[src/rtl/i2s_tx.sv]
// I2S transmitter slaved to the codec's sclk/lrclk; serialises one held stereo pair per frame onto dout.
// dout moves SYNC_STAGES+1..+2 Clk after an sclk fall; s_ready stays low while a pair waits in the hold register.
`timescale 1ns/1ps
module i2s_tx #(
    parameter int SAMPLE_W    = 16,
    parameter int SYNC_STAGES = 2
) (
    input  logic                Clk,
    input  logic                Reset_h,
    input  logic                sclk,
    input  logic                lrclk,
    input  logic                s_valid,
    output logic                s_ready,
    input  logic [SAMPLE_W-1:0] s_left,
    input  logic [SAMPLE_W-1:0] s_right,
    output logic                dout,
    output logic                frame_start,
    output logic                underrun,
    output logic [7:0]          underrun_cnt
);
    localparam int CNT_W = $clog2(SAMPLE_W + 1);

    logic [SYNC_STAGES-1:0] sclk_sync;
    logic [SYNC_STAGES-1:0] lr_sync;
    logic                   sclk_s;
    logic                   sclk_d;
    logic                   lr_s;
    logic                   lr_prev;
    logic                   fe;
    logic                   boundary;
    logic                   left_bnd;
    logic                   right_bnd;
    logic                   xfer;

    logic [SAMPLE_W-1:0]    hold_l;
    logic [SAMPLE_W-1:0]    hold_r;
    logic                   hold_full;
    logic [SAMPLE_W-1:0]    act_l;
    logic [SAMPLE_W-1:0]    act_r;
    logic [SAMPLE_W-1:0]    shreg;
    logic [CNT_W-1:0]       bitcnt;

    always_ff @(posedge Clk or posedge Reset_h) begin
        if (Reset_h) begin
            sclk_sync <= '0;
            lr_sync   <= '0;
            sclk_d    <= 1'b0;
        end else begin
            sclk_sync <= (sclk_sync << 1) | SYNC_STAGES'(sclk);
            lr_sync   <= (lr_sync << 1) | SYNC_STAGES'(lrclk);
            sclk_d    <= sclk_s;
        end
    end

    assign sclk_s    = sclk_sync[SYNC_STAGES-1];
    assign lr_s      = lr_sync[SYNC_STAGES-1];
    assign fe        = sclk_d & ~sclk_s;
    assign boundary  = fe & (lr_s != lr_prev);
    assign left_bnd  = boundary & ~lr_s;
    assign right_bnd = boundary & lr_s;

    assign s_ready = ~hold_full & ~Reset_h;
    assign xfer    = s_valid & s_ready;

    // A transfer can only land while hold is empty, and a left boundary only
    // clears hold when it is full, so the two never fight over hold_full.
    always_ff @(posedge Clk or posedge Reset_h) begin
        if (Reset_h) begin
            hold_l       <= '0;
            hold_r       <= '0;
            hold_full    <= 1'b0;
            act_l        <= '0;
            act_r        <= '0;
            shreg        <= '0;
            bitcnt       <= '0;
            dout         <= 1'b0;
            frame_start  <= 1'b0;
            underrun     <= 1'b0;
            underrun_cnt <= '0;
            lr_prev      <= 1'b1;
        end else begin
            frame_start <= 1'b0;
            underrun    <= 1'b0;

            if (fe)
                lr_prev <= lr_s;

            if (xfer) begin
                hold_l    <= s_left;
                hold_r    <= s_right;
                hold_full <= 1'b1;
            end

            if (left_bnd) begin
                frame_start <= 1'b1;
                dout        <= 1'b0;
                bitcnt      <= '0;
                if (hold_full) begin
                    act_l     <= hold_l;
                    act_r     <= hold_r;
                    shreg     <= hold_l;
                    hold_full <= 1'b0;
                end else begin
                    act_l    <= '0;
                    act_r    <= '0;
                    shreg    <= '0;
                    underrun <= 1'b1;
                    if (underrun_cnt != 8'hFF)
                        underrun_cnt <= underrun_cnt + 8'd1;
                end
            end else if (right_bnd) begin
                shreg  <= act_r;
                dout   <= 1'b0;
                bitcnt <= '0;
            end else if (fe) begin
                if (bitcnt < CNT_W'(SAMPLE_W)) begin
                    dout   <= shreg[SAMPLE_W-1];
                    shreg  <= shreg << 1;
                    bitcnt <= bitcnt + CNT_W'(1);
                end else begin
                    dout <= 1'b0;
                end
            end
        end
    end

endmodule

[config.mk]
export PLATFORM = sky130hd
export DESIGN_NAME = i2s_tx
export DESIGN_NICKNAME = d
export VERILOG_FILES = /design/src/rtl/i2s_tx.sv
export SDC_FILE = /design/constraint.sdc
export NUM_CORES = 1
export LEC_CHECK = 0
export ABC_AREA = 1
export BUFFER_PORTS_ARGS = -buffer_cell sky130_fd_sc_hd__buf_2
export CORE_UTILIZATION = 25
export CTS_CLUSTER_DIAMETER = 200
export DETAILED_ROUTE_END_ITERATION = 6
export GPL_TIMING_DRIVEN = 0
export PLACE_DENSITY = 0.42
export SETUP_SLACK_MARGIN = 0.1
export SYNTH_ARGS = -nofsm -noshare
export SYNTH_HDL_FRONTEND = slang
export SYNTH_SLANG_ARGS = --single-unit
[constraint.sdc]
create_clock -name Clk -period 6.2 [get_ports Clk]
set_clock_uncertainty 0.1 [all_clocks]
set_input_delay 0 -clock Clk [delete_from_list [all_inputs] [get_ports Clk]]
set_output_delay 0 -clock Clk [all_outputs]
set_load 0.05 [all_outputs]
== Word-level counts from Yosys, hierarchy flattened ==
Index checks and enable logic that the tools add are counted.
Operators by class
  $add $sub $neg: 2
  magnitude comparators: 1
  eq/ne operators: 2
  multiplexer cells: 20
  bitwise logic cells: 12
  reductions and logical operators: 4
Operators by type and width (count)
  16-bit two-way mux: 6
  5-bit two-way mux: 4
  1-bit two-way mux: 10
  8-bit by 1-bit adder with 8-bit output (second input constant): 1
  8-bit inequality test (second input constant): 1
  1-bit AND: 6
  3-bit nonzero test: 2
  5-bit by 1-bit adder with 5-bit output (second input constant): 1
  5-bit < comparator (second input constant): 1
  1-bit NOT: 4
  2-bit by 1-bit bitwise OR with 2-bit output: 2
  3-bit AND reduction: 1
  2-bit AND reduction: 1
  1-bit inequality test: 1
Word-level totals
  register bits: 87
  input port bits: 37
  word-level logic and storage cells: 55

== Logic depth before layout (Yosys ltp) ==
Gate-level depths: netlist of run 1.
  depth in word-level cells: 6
  mapped depth: 9

== Least setup slack after synthesis of run 1 ==
Ideal clock, no wire load.
  path kind: register to register
  start point: register underrun_cnt[0]
  end point: register underrun_cnt[4]
  library setup time: 118 ps
  data arrival time: 1546 ps
  data required time: 5982 ps
  slack: 4436 ps
  cell stages (with the launch flop): 9
  path buffers: 0
  clock period less this slack: 1764 ps
  cell sequence: dfrtp_1 -> ha_1 -> inv_1 -> nor2_1 -> nand2_1 -> nand3_2 -> inv_2 -> nand2_1 -> nand2_1
On the way
  longest elaborated chain between the ends: 2
  elaborated cells between the ends (all ways): 3
  those cells by class: add/sub: 1; eq/ne: 1; reduce/logical: 1
RTL lines
  from (decl): line 19  | output logic [7:0] underrun_cnt
  from (signal assigned): line 109  | underrun_cnt <= underrun_cnt + 8'd1;
  parallel branches: the longest is 2 deep, another holds 8-bit by 1-bit adder with 8-bit output
Parallel ways; which one is timed is not known.
A chain may end at the register's enable or synchronous reset.

== Worst setup path after layout of run 1 ==
  start point: register lr_prev
  end point: register underrun_cnt[1]
On the way
  longest elaborated chain between the ends: 4
RTL lines
  from (decl): line 28  | logic lr_prev;
  from (signal assigned): line 86  | lr_prev <= lr_s;
  1-bit inequality test: line 58  | assign boundary = fe & (lr_s != lr_prev);
  1-bit AND: line 58
  1-bit AND: line 59  | assign left_bnd = boundary & ~lr_s;
  3-bit AND reduction (no line)
No other way between the ends.

==> results by group, run 1 <==
Setup path
  – Worst setup SP type: flip-flop
  – Worst Setup EP: underrun_cnt[1]$_DFFE_PP0P_
  – RR Startpoint: lr_prev$_DFFE_PP1N_
  – CP arrival: roughly 1900 ps
  – CP Class: flip-flop to flip-flop
  – WP buf/inv: 3
  – Delay-heaviest family, CP: simple AND/OR/NAND/NOR gates
  – Critical-path top delay cell: dfstp_2
  – R2R depth: 7
  – Crit. path cell count: 7
  – Reg2reg setup slack: 4510 ps
  – CP max FO: 10
  – Worst setup path startpoint: lr_prev$_DFFE_PP1N_
  – Worst endpoint required time: 6390 ps
  – R2r endpoint: underrun_cnt[1]$_DFFE_PP0P_
  – Element type at the critical path end: flip-flop
  – Cell Chain, Critical Path: buf_6 -> inv_6 -> nor3_4 -> nand3_2 -> inv_2 -> nand2_1 -> nand2_1
  – Most common cell type on the critical path: nand2_1
  – Critical Path Max Stage Delay: around 520 ps

Synthesis
  – EDFF count, synth: 0
  – Seq/Total Area, Yosys: a little over half
  – Synth cell types: 29
  – FFs w/ async S/R, synth: 100.0%
  – Most frequent cell after synthesis: nand2_1
  – Netlist Area Pre-Place: 4026 um2
  – Main synth FF type: dfrtp_1
  – Top-area cell type share of the netlist area: 53.45%
  – Synth Instances: 435
  – Yosys top cell by area: dfrtp_1
  – Syn_nets: about 470
  – Synth cell count leaders: nand2_1, dfrtp_1, nand3_1
  – Top cells by area, synth: dfrtp_1, nand2_1, mux2_2
  – Mean post-synth cell area: between 9 and 10 um2
  – Register bit count reported by yosys: 87
  – Ys Warns: 0

Timing
  – Slew headroom: 66.41%
  – TNS Setup: 0 ps
  – Slew @ Worst Pin: 503.9 ps
  – Max-slew violations: 0
  – Final setup viols: 0
  – Final WS setup: 4505 ps
  – Fin crit period: 1695 ps
  – Fin crit share: 27.34%
  – RSZ-0062 raised after global routing: no
  – Final Hold Fails: 0
  – Fmax: 0.5900 GHz

Die
  – IO Pins: 49
  – Height of the die: 128.9 um
  – Core area: 15830 um2
  – Die area: 16620 um2
  – Starting Density: 25.44%
  – Die width: about 130 um
  – Rows: 46

Clock network
  – TritonCTS Sinks: 87
  – Total CTS buffers: 9
  – Post-CTS setup buffer count: 0
  – Clk pin slew, worst setup/hold paths: ~60 ps
  – CTS resizes: 0
  – Clock Latency Late Sink: 350 ps
  – Root buffer cell: clkbuf_16
  – CTS tree: done
  – CTS H-tree lvls: 3
  – Clock tree buffer depth: 2

Placed design
  – Dpl ws: 4482 ps
  – # port buffers: 48
  – RePlAce Congestion: 0.7957
  – Post-placement cell count: 700
  – Final HPWL DP: just over 7 mm

Layout
  – Ant. Diodes: 0
  – # fillers: 1684
  – Fin cells: 751
  – Synthesis-to-finish area growth: 30.17%
  – Fraction of layout cells with a size suffix above 1: 24.67%
  – # nets final: approximately 570

Pwr
  – Pleak: 2.681 nW
  – Seq pwr share: between 40% and 50%
  – Sw Pwr: 0.6250 mW
  – Worst vdd ir: 0.1626 mV
  – Internal power: 1.363 mW
  – Clock share of power: 30.0%
  – Comb power frac: 24.6%
  – Net Sw Frac: 31.44%
  – Power density cells: 379.2 nW/um2

Global routing
  – Gr ovfl total: 0
  – Vias in the first global route: 3289
  – Global-route wire length before repair: 16.72 mm
  – Total global-route track usage: 13.35%
  – Met1 Use GR: 17.23%
  – Busiest grt layer: met2
  – GR Util met2: 21.84%
  – Met3 Use GR: 2.994%
  – Largest net degree at the start of global routing: 62
  – Initial antenna violation count: 0

Drt
  – Wire length per cell: 13.27 um
  – Total Wirelength: between 9 and 10 mm
  – DRT Pass-1 Iters: 4
  – Vias per cell: 4.340
  – Post-route DRC: 0
  – Routed vias: 3259
  – Antenna Nets Post-Route: 0
  – DRT iter0 DRCs: 102

Hold path
  – Worst hold path class: primary input to flip-flop

Flow run
  – Max Cap Violations: 0

Status
  – Outcome: completed
[power by group through the flow]
stage          logic, mW  clock network [mW]  registers (mW)
2_1_floorplan      0.351                   0           0.894
3_3_place_gp       0.467                   0           0.908
3_5_place_dp       0.480                   0           0.912
4_1_cts            0.499               0.616           0.904
5_1_grt            0.557               0.637           0.931
6_report           0.489               0.597           0.901
[registers in the layout, summed over array words and instances (netlist names), 2 cells and up]
| name | cells |
|---|---|
| act_r | 16 |
| hold_l | 16 |
| hold_r | 16 |
| shreg | 16 |
| underrun_cnt | 8 |
| bitcnt | 5 |
| lr_sync | 2 |
| sclk_sync | 2 |
[worst min path at each step]
| stage | to | cells past startpoint | slack [ps] | start |
|---|---|---|---|---|
| after floorplan | lr_sync[0]$_DFF_PP0_ | 0 | -70 | lrclk |
| after global placement | lr_sync[0]$_DFF_PP0_ | 1 | 10 | lrclk |
| after detailed placement | underrun_cnt[7]$_DFFE_PP0P_ | 2 | -60 | Reset_h |
| after CTS | hold_l[1]$_DFFE_PP0P_ | 3 | 8 | s_valid |
| after global routing | hold_l[1]$_DFFE_PP0P_ | 3 | 20 | s_valid |
| final | hold_l[1]$_DFFE_PP0P_ | 3 | 10 | s_valid |
[placed cells by master, fill, tap and decap left out, types with 2 or more instances in the layout]
cell,netlist,routed
or2_2,4,4
ha_1,2,2
clkbuf_16,0,9
xor2_1,3,3
nor2_1,5,5
inv_1,35,34
xnor2_1,2,2
dfrtp_1,86,86
buf_4,2,2
inv_2,5,5
clkbuf_1,4,5
buf_2,13,61
mux2_2,32,32
buf_6,2,2
bufinv_16,0,2
o21ai_0,10,10
nand2_1,141,141
dlygate4sd3_1,0,35
a21oi_1,3,3
nand4_1,34,34
nand3_1,41,41
[timing repair]
item	CTS	global route
hold buffers	35	0
endpoints found under the setup margin	0	0
endpoints found under the hold margin	120	0
[per-stage QoR]
stage | area [um2] | utilization, % | hold slack, ps | power, mW
3_3_place_gp | 4537 | 28.66 | 12.73 | 1.374
6_report | 5241 | 33.11 | 14.13 | 1.988
5_1_grt | 5241 | 33.11 | 24.90 | 2.124
2_1_floorplan | 4026 | - | -68.57 | 1.245
4_1_cts | 5241 | 33.11 | 8.198 | 2.019
3_5_place_dp | 4567 | 28.85 | -57.95 | 1.393
[final cells by class]
| type | count | area (um2) | area share [%] |
|---|---|---|---|
| flip-flops and latches | 87 | 2178 | 41.56 |
| multi-input cells | 284 | 1564 | 29.84 |
| repair buffers | 84 | 618.1 | 11.79 |
| well taps | 216 | 270.3 | 5.156 |
| clock buffers | 11 | 242.7 | 4.631 |
| inverters | 42 | 165.2 | 3.151 |
| plain buffers | 22 | 121.4 | 2.316 |
| clock inverters | 5 | 81.33 | 1.552 |
[cell families (layout without fill, tap and decap cells)]
| kind of cell | count (synthesis) | in the layout | synth area share (%) |
|---|---|---|---|
| adders and majority gates | 2 | 2 | 0.6214 |
| muxes | 32 | 32 | 8.950 |
| AOI/OAI and AO/OA | 13 | 13 | 1.616 |
| and+or+nand+nor | 232 | 232 | 26.57 |
| buffers and inverters | 64 | 164 | 7.054 |
| DFF | 87 | 87 | 54.10 |
| xor gates and xnor gates | 5 | 5 | 1.088 |
[worst min-delay path, stage by stage]
cell	delay [ps]
buf_2	100
nand2_2	150
mux2_2	180
[per-layer routing]
| metal | wire length [um] | share of wire [%] | vias up |
|---|---|---|---|
| li1 | - | - | 1611 |
| met4 | 169 | 1.7 | 0 |
| met5 | 0 | 0 | - |
| met3 | 381 | 3.8 | 10 |
| met1 | 4739 | 48 | 1581 |
| met2 | 4677 | 47 | 57 |
No activity file was read; power rests on OpenSTA's default activity.
==> inputs of run 2 (changes only) <==
--- a/config.mk
+++ b/config.mk
@@ -5,7 +5,7 @@
 export SDC_FILE = /design/constraint.sdc
 export NUM_CORES = 1
 export LEC_CHECK = 0
-export ABC_AREA = 1
+export ABC_AREA = 0
 export BUFFER_PORTS_ARGS = -buffer_cell sky130_fd_sc_hd__buf_2
 export CORE_UTILIZATION = 25
 export CTS_CLUSTER_DIAMETER = 200
==> constraint.sdc (replaced) <==
create_clock -name Clk -period 1.6 [get_ports Clk]
set_clock_uncertainty 0.1 [all_clocks]
set_input_delay 0 -clock Clk [delete_from_list [all_inputs] [get_ports Clk]]
set_output_delay 0 -clock Clk [all_outputs]
set_load 0.05 [all_outputs]
==> results by group, run 2 <==
Setup path
  – Reg2reg setup slack: -190 ps
  – CP arrival: 1920 ps
  – CP Class: flip-flop to flip-flop
  – CP max FO: 5
  – Worst setup SP type: flip-flop
  – Element type at the critical path end: flip-flop
  – Critical Path Max Stage Delay: around 540 ps
  – Critical-path top delay cell: dfstp_2
  – Cell Chain, Critical Path: buf_8 -> nand4bb_4 -> buf_8 -> buf_4 -> nor2_4 -> nand4_1 -> mux2_2
  – R2R depth: 7
  – Worst endpoint required time: 1730 ps
  – Most common cell type on the critical path: buf_8

Die
  – Die width: about 120 um
  – IO Pins: 49
  – Die area: around 16000 um2
  – Height of the die: 124.7 um
  – Core area: 14590 um2
  – Starting Density: around a quarter
  – Rows: 44

Placed design
  – Final HPWL DP: 6.601 mm
  – Post-DP Area: 4511 um2
  – Dpl ws: -441.0 ps
  – # port buffers: 48
  – Post-placement cell count: 574
  – RePlAce Congestion: 0.7365

Synthesis
  – Seq/Total Area, Yosys: 57.84%
  – Top-area cell type share of the netlist area: between 50% and 60%
  – Yosys top cell by area: dfrtp_1
  – Register bit count reported by yosys: 87
  – Ys Warns: 0
  – Multiplexer share of the synthesized area: 10.76%
  – FFs w/ async S/R, synth: 100.0%
  – Most frequent cell after synthesis: dfrtp_1
  – Post-synthesis xor/xnor area fraction: 1.163%
  – EDFF count, synth: 0
  – Top cells by area, synth: dfrtp_1, mux2_2, nand2_1
  – Synth cell types: 39
  – Synth Instances: 340
  – Mean post-synth cell area: 11.08 um2
  – Adder-cell share of the synthesized area: 0.6645%
  – Main combinational cell family by area after synthesis: simple AND/OR/NAND/NOR gates
  – Synth cell count leaders: dfrtp_1, nand2_1, o21ai_0
  – Netlist Area Pre-Place: roughly 3800 um2
  – Syn_nets: around 380
  – Main synth FF type: dfrtp_1
  – Compound-Gate Fraction of Synth Area: 12.66%
  – Synth Area in Simple Gates: 13.62%

Global routing
  – Vias in the first global route: 3141
  – Initial antenna violation count: 0
  – Global-route wire length before repair: 17.24 mm
  – Gr ovfl total: 0
  – Largest net degree at the start of global routing: 38
  – Total global-route track usage: 14.28%

Clock network
  – Root buffer cell: clkbuf_16
  – Clock tree buffer depth: 2
  – Total CTS buffers: 9
  – Clk pin slew, worst setup/hold paths: around 70 ps
  – CTS H-tree lvls: 3
  – TritonCTS Sinks: 87
  – Clock Latency Late Sink: 350 ps
  – CTS tree: done

Layout
  – Ant. Diodes: 0
  – Area of the multi-input gates: 1812 um2
  – Fraction of layout cells with a size suffix above 1: between 40% and 50%
  – Fin cells: ~660
  – Final core occ: 40.27%
  – # fillers: 1396
  – Most frequent cells in the layout: dfrtp_1, buf_2, nand2_1, mux2_4, dlygate4sd3_1
  – Fin area: 5876 um2
  – Most common cell after layout, fill and taps aside: dfrtp_1
  – # nets final: 507
  – FF+latch area: 2188 um2
  – Synthesis-to-finish area growth: 56.01%

Timing
  – TNS Setup: -4402 ps
  – Max-slew violations: 0
  – Final Hold Fails: 0
  – Slew headroom: 60.49%
  – Fin crit share: 111.8%
  – Final setup viols: 37
  – RSZ-0062 raised after global routing: yes
  – Final hold slack: 180.5 ps
  – Fin crit period: 1788 ps
  – Slew @ Worst Pin: 591.5 ps
  – Fmax: 0.5592 GHz
  – Final WS setup: -188.4 ps

Drt
  – Routed vias: 2988
  – Highest metal used: met4
  – Total Wirelength: 10.44 mm
  – DRT Pass-1 Iters: 4
  – Vias per cell: 4.548
  – Post-route DRC: 0
  – Antenna Nets Post-Route: 0
  – Wire length per cell: ~16 um
  – Met1 WL: 5.208 mm
  – Met3 WL: between 300 and 400 um
  – Metal2 WL: 4.641 mm
  – DRT iter0 DRCs: just over 200

Pwr
  – Worst vdd ir: about 0.57 mV
  – Pleak: 2.621 nW
  – PnR Total Power: slightly above 8 mW
  – Power density cells: roughly 1400 nW/um2

Status
  – Outcome: finished, violations left
  – Failing checks: setup timing

Hold path
  – Worst hold path class: primary input to async pin

Flow run
  – Max Cap Violations: 0
## run 2: changes by cell type after synthesis, sizes merged, moves of 4 or more
cell,delta
clkbuf,+6
or2,-4
a31oi,+8
inv,-35
nand3,-41
buf,-7
mux2,+4
nor2,+11
nand2b,+10
o21ai,+28
nand2,-87
a222oi,+9
a21oi,+17
nand4,-31
## run 2: what timing repair did
item / 4_1_cts / 5_1_grt
pin swaps: 8 / 22
gates cloned: 6 / 1
hold buffers: 35 / 0
buffers inserted: 21 / 6
hold endpoints to repair: 55 / 0
setup endpoints to repair: 75 / 79
resized for setup: 57 / 54
## run 2: final cells by class
| type | count | area share (%) |
|---|---|---|
| well taps | 184 | 3.918 |
| inverters | 6 | 0.4472 |
| plain buffers | 20 | 4.493 |
| clock inverters | 5 | 1.086 |
| flip-flops and latches | 87 | 37.24 |
| multi-input cells | 226 | 30.83 |
| repair buffers | 118 | 17.85 |
| clock buffers | 11 | 4.131 |
## run 2: cell families after synthesis
logic type,count (synthesis)
AND/OR/NAND/NOR,103
multiplexers,36
adder cells (fa/ha/maj),2
XOR/XNOR,5
buffers and inverters,27
flip-flops,87
AO/OA/AOI/OAI,80
## run 2: final timing paths
kind	from	to
min	Reset_h	hold_l[12]$_DFFE_PP0P_
max	lr_prev$_DFFE_PP1N_	underrun_cnt[4]$_DFFE_PP0P_
max reg2reg	lr_prev$_DFFE_PP1N_	underrun_cnt[4]$_DFFE_PP0P_
min reg2reg	sclk_sync[0]$_DFF_PP0_	sclk_sync[1]$_DFF_PP0_
min in group Clk	s_valid	hold_r[14]$_DFFE_PP0P_
max in group asynchronous	Reset_h	hold_r[4]$_DFFE_PP0P_
## run 2: layer usage
metal,up-vias,GRT usage (%)
li1,1462,-
met1,1454,20.12
met2,59,20.51
met3,13,3.651
met4,0,6.166
met5,-,0
## run 2: power by group
part | internal [mW] | total, mW | switching, mW
Clock | 1.27 | 2.21 | 0.941
Combinational | 1.41 | 2.47 | 1.06
Sequential | 2.99 | 3.58 | 0.592
Total | 5.67 | 8.26 | 2.59
## run 2: critical path: cells and delay by family (launching register included)
family	cells	cell delay (ps)
AND/OR/NAND/NOR	3	340
flip-flops	1	540
buffers and inverters	3	400
multiplexers	1	290
==> inputs of run 3 (changes only) <==
--- a/config.mk
+++ b/config.mk
@@ -7,11 +7,14 @@
 export LEC_CHECK = 0
 export ABC_AREA = 0
 export BUFFER_PORTS_ARGS = -buffer_cell sky130_fd_sc_hd__buf_2
+export CORE_ASPECT_RATIO = 1.75
 export CORE_UTILIZATION = 25
 export CTS_CLUSTER_DIAMETER = 200
+export CTS_CLUSTER_SIZE = 12
 export DETAILED_ROUTE_END_ITERATION = 6
 export GPL_TIMING_DRIVEN = 0
 export PLACE_DENSITY = 0.42
+export RECOVER_POWER = 50
 export SETUP_SLACK_MARGIN = 0.1
 export SYNTH_ARGS = -nofsm -noshare
 export SYNTH_HDL_FRONTEND = slang
==> results by group, run 3 (same netlist as run 2, synthesis figures left out) <==
Status
  – Outcome: finished, violations left
  – Failing checks: setup timing

Clock network
  – Clock tree buffer depth: 2
  – Total CTS buffers: 9
  – TritonCTS Sinks: 87
  – Clk pin slew, worst setup/hold paths: 70 ps
  – CTS H-tree lvls: 3
  – CTS tree: done
  – Clock Latency Late Sink: 350 ps
  – Root buffer cell: clkbuf_16

Timing
  – Fmax: between 0.5 and 0.6 GHz
  – Fin crit share: 116.7%
  – Final Hold Fails: 0
  – RSZ-0062 raised after global routing: yes
  – Fin crit period: 1868 ps
  – Slew @ Worst Pin: around 850 ps
  – Final WS setup: -267.9 ps
  – Slew headroom: approximately 43%
  – Max-slew violations: 0
  – Final setup viols: 33

Die
  – Rows: 59
  – Die area: 15580 um2
  – Die width: 94.78 um
  – Starting Density: 25.51%
  – Core area: 14760 um2
  – IO Pins: 49
  – Height of the die: 164.4 um

Layout
  – Most frequent cells in the layout: dfrtp_1, buf_2, nand2_1, mux2_4, dlygate4sd3_1
  – Most common cell after layout, fill and taps aside: dfrtp_1
  – Fraction of layout cells with a size suffix above 1: 41.47%
  – FF+latch area: 2188 um2
  – # fillers: 1473
  – Area of the multi-input gates: 1773 um2
  – # nets final: 509
  – Ant. Diodes: 0
  – Synthesis-to-finish area growth: 53.92%

Placed design
  – Dpl ws: -500.2 ps
  – Final HPWL DP: 7.013 mm
  – # port buffers: between 40 and 50
  – RePlAce Congestion: 0.7532

Hold path
  – Hold depth: 2
  – Worst hold path class: primary input to flip-flop

Drt
  – Total Wirelength: 10.69 mm
  – Wire length per cell: approximately 16 um
  – DRT iter0 DRCs: 115
  – Post-route DRC: 0
  – Antenna Nets Post-Route: 0
  – Vias per cell: 4.521
  – Routed vias: between 2000 and 3000
  – DRT Pass-1 Iters: 4

Setup path
  – R2R depth: 6
  – Worst setup SP type: flip-flop
  – Worst endpoint required time: 1730 ps
  – Element type at the critical path end: flip-flop
  – CP Class: flip-flop to flip-flop
  – CP arrival: 2000 ps
  – CP max FO: 5

Global routing
  – Global-route wire length before repair: 16.37 mm
  – Largest net degree at the start of global routing: 37
  – Gr ovfl total: 0
  – Total global-route track usage: about 14%
  – Vias in the first global route: 3119
  – Initial antenna violation count: 0

Flow run
  – Max Cap Violations: 0

Pwr
  – PnR Total Power: 8.231 mW
  – Worst vdd ir: 0.5964 mV
  – Pleak: around 2.6 nW
  – Power density cells: 1420 nW/um2
## run 3: stage by stage
step           utilization, %  hold slack (ps)  cell area (um2)  instances  TNS [ps]
2_1_floorplan               -           -68.57             4000        340     -3681
3_5_place_dp            30.54           -19.45             4509        573    -10430
4_1_cts                 38.16            156.3             5634        649     -4482
3_3_place_gp            30.27            11.19             4469        571    -32000
5_1_grt                 39.26            205.1             5797        658     -6460
6_report                39.26            200.5             5797        658     -3964
## run 3: final cells by class
| cell class | count | area share [%] |
|---|---|---|
| inverter | 6 | 0.4101 |
| buffer | 20 | 4.490 |
| tap | 183 | 3.950 |
| clock inverter | 6 | 1.597 |
| timing repair buffer | 119 | 17.09 |
| clock buffer | 10 | 4.123 |
| multi-input combinational | 227 | 30.58 |
| sequential | 87 | 37.75 |
## run 3: repair_timing
| action | CTS | global route |
|---|---|---|
| pin swaps | 34 | 19 |
| endpoints found under the hold margin | 120 | 0 |
| buffers inserted | 23 | 4 |
| gates cloned | 3 | 5 |
| hold buffers | 35 | 0 |
| setup endpoints to repair | 75 | 74 |
| gates resized for setup | 57 | 34 |
## run 3: worst paths after layout
kind	end	from	slack (ps)
worst max-delay path	underrun_cnt[5]$_DFFE_PP0P_	lr_prev$_DFFE_PP1N_	-270
worst min-delay path	lr_sync[0]$_DFF_PP0_	lrclk	200
worst max register to register	underrun_cnt[5]$_DFFE_PP0P_	lr_prev$_DFFE_PP1N_	-270
worst min register to register	sclk_sync[1]$_DFF_PP0_	sclk_sync[0]$_DFF_PP0_	250
max in group asynchronous	hold_full$_DFF_PP0_	Reset_h	190
min in group asynchronous	hold_r[15]$_DFFE_PP0P_	Reset_h	270
## run 3: worst max-delay path, cell delays in order, from the launching register on
cell       delay, ps
dfstp_2          540
buf_8            100
nand4bb_4        140
buf_12           170
nor3_4           230
nand4_1          140
mux2_4           320
## run 3: per-layer routing
layer | vias up | GRT usage (%) | part of all wire, %
met1 | 1441 | 15.74 | 39
met3 | 17 | 3.056 | 3.0
li1 | 1461 | - | -
met5 | - | 0 | 0
met4 | 0 | 7.094 | 3.4
met2 | 56 | 24.95 | 55
## run 3: where the power goes
group | switching (mW) | total, mW | internal, mW
Combinational | 0.996 | 2.36 | 1.37
Clock | 0.905 | 2.32 | 1.42
Sequential | 0.560 | 3.55 | 2.99
Total | 2.46 | 8.23 | 5.77
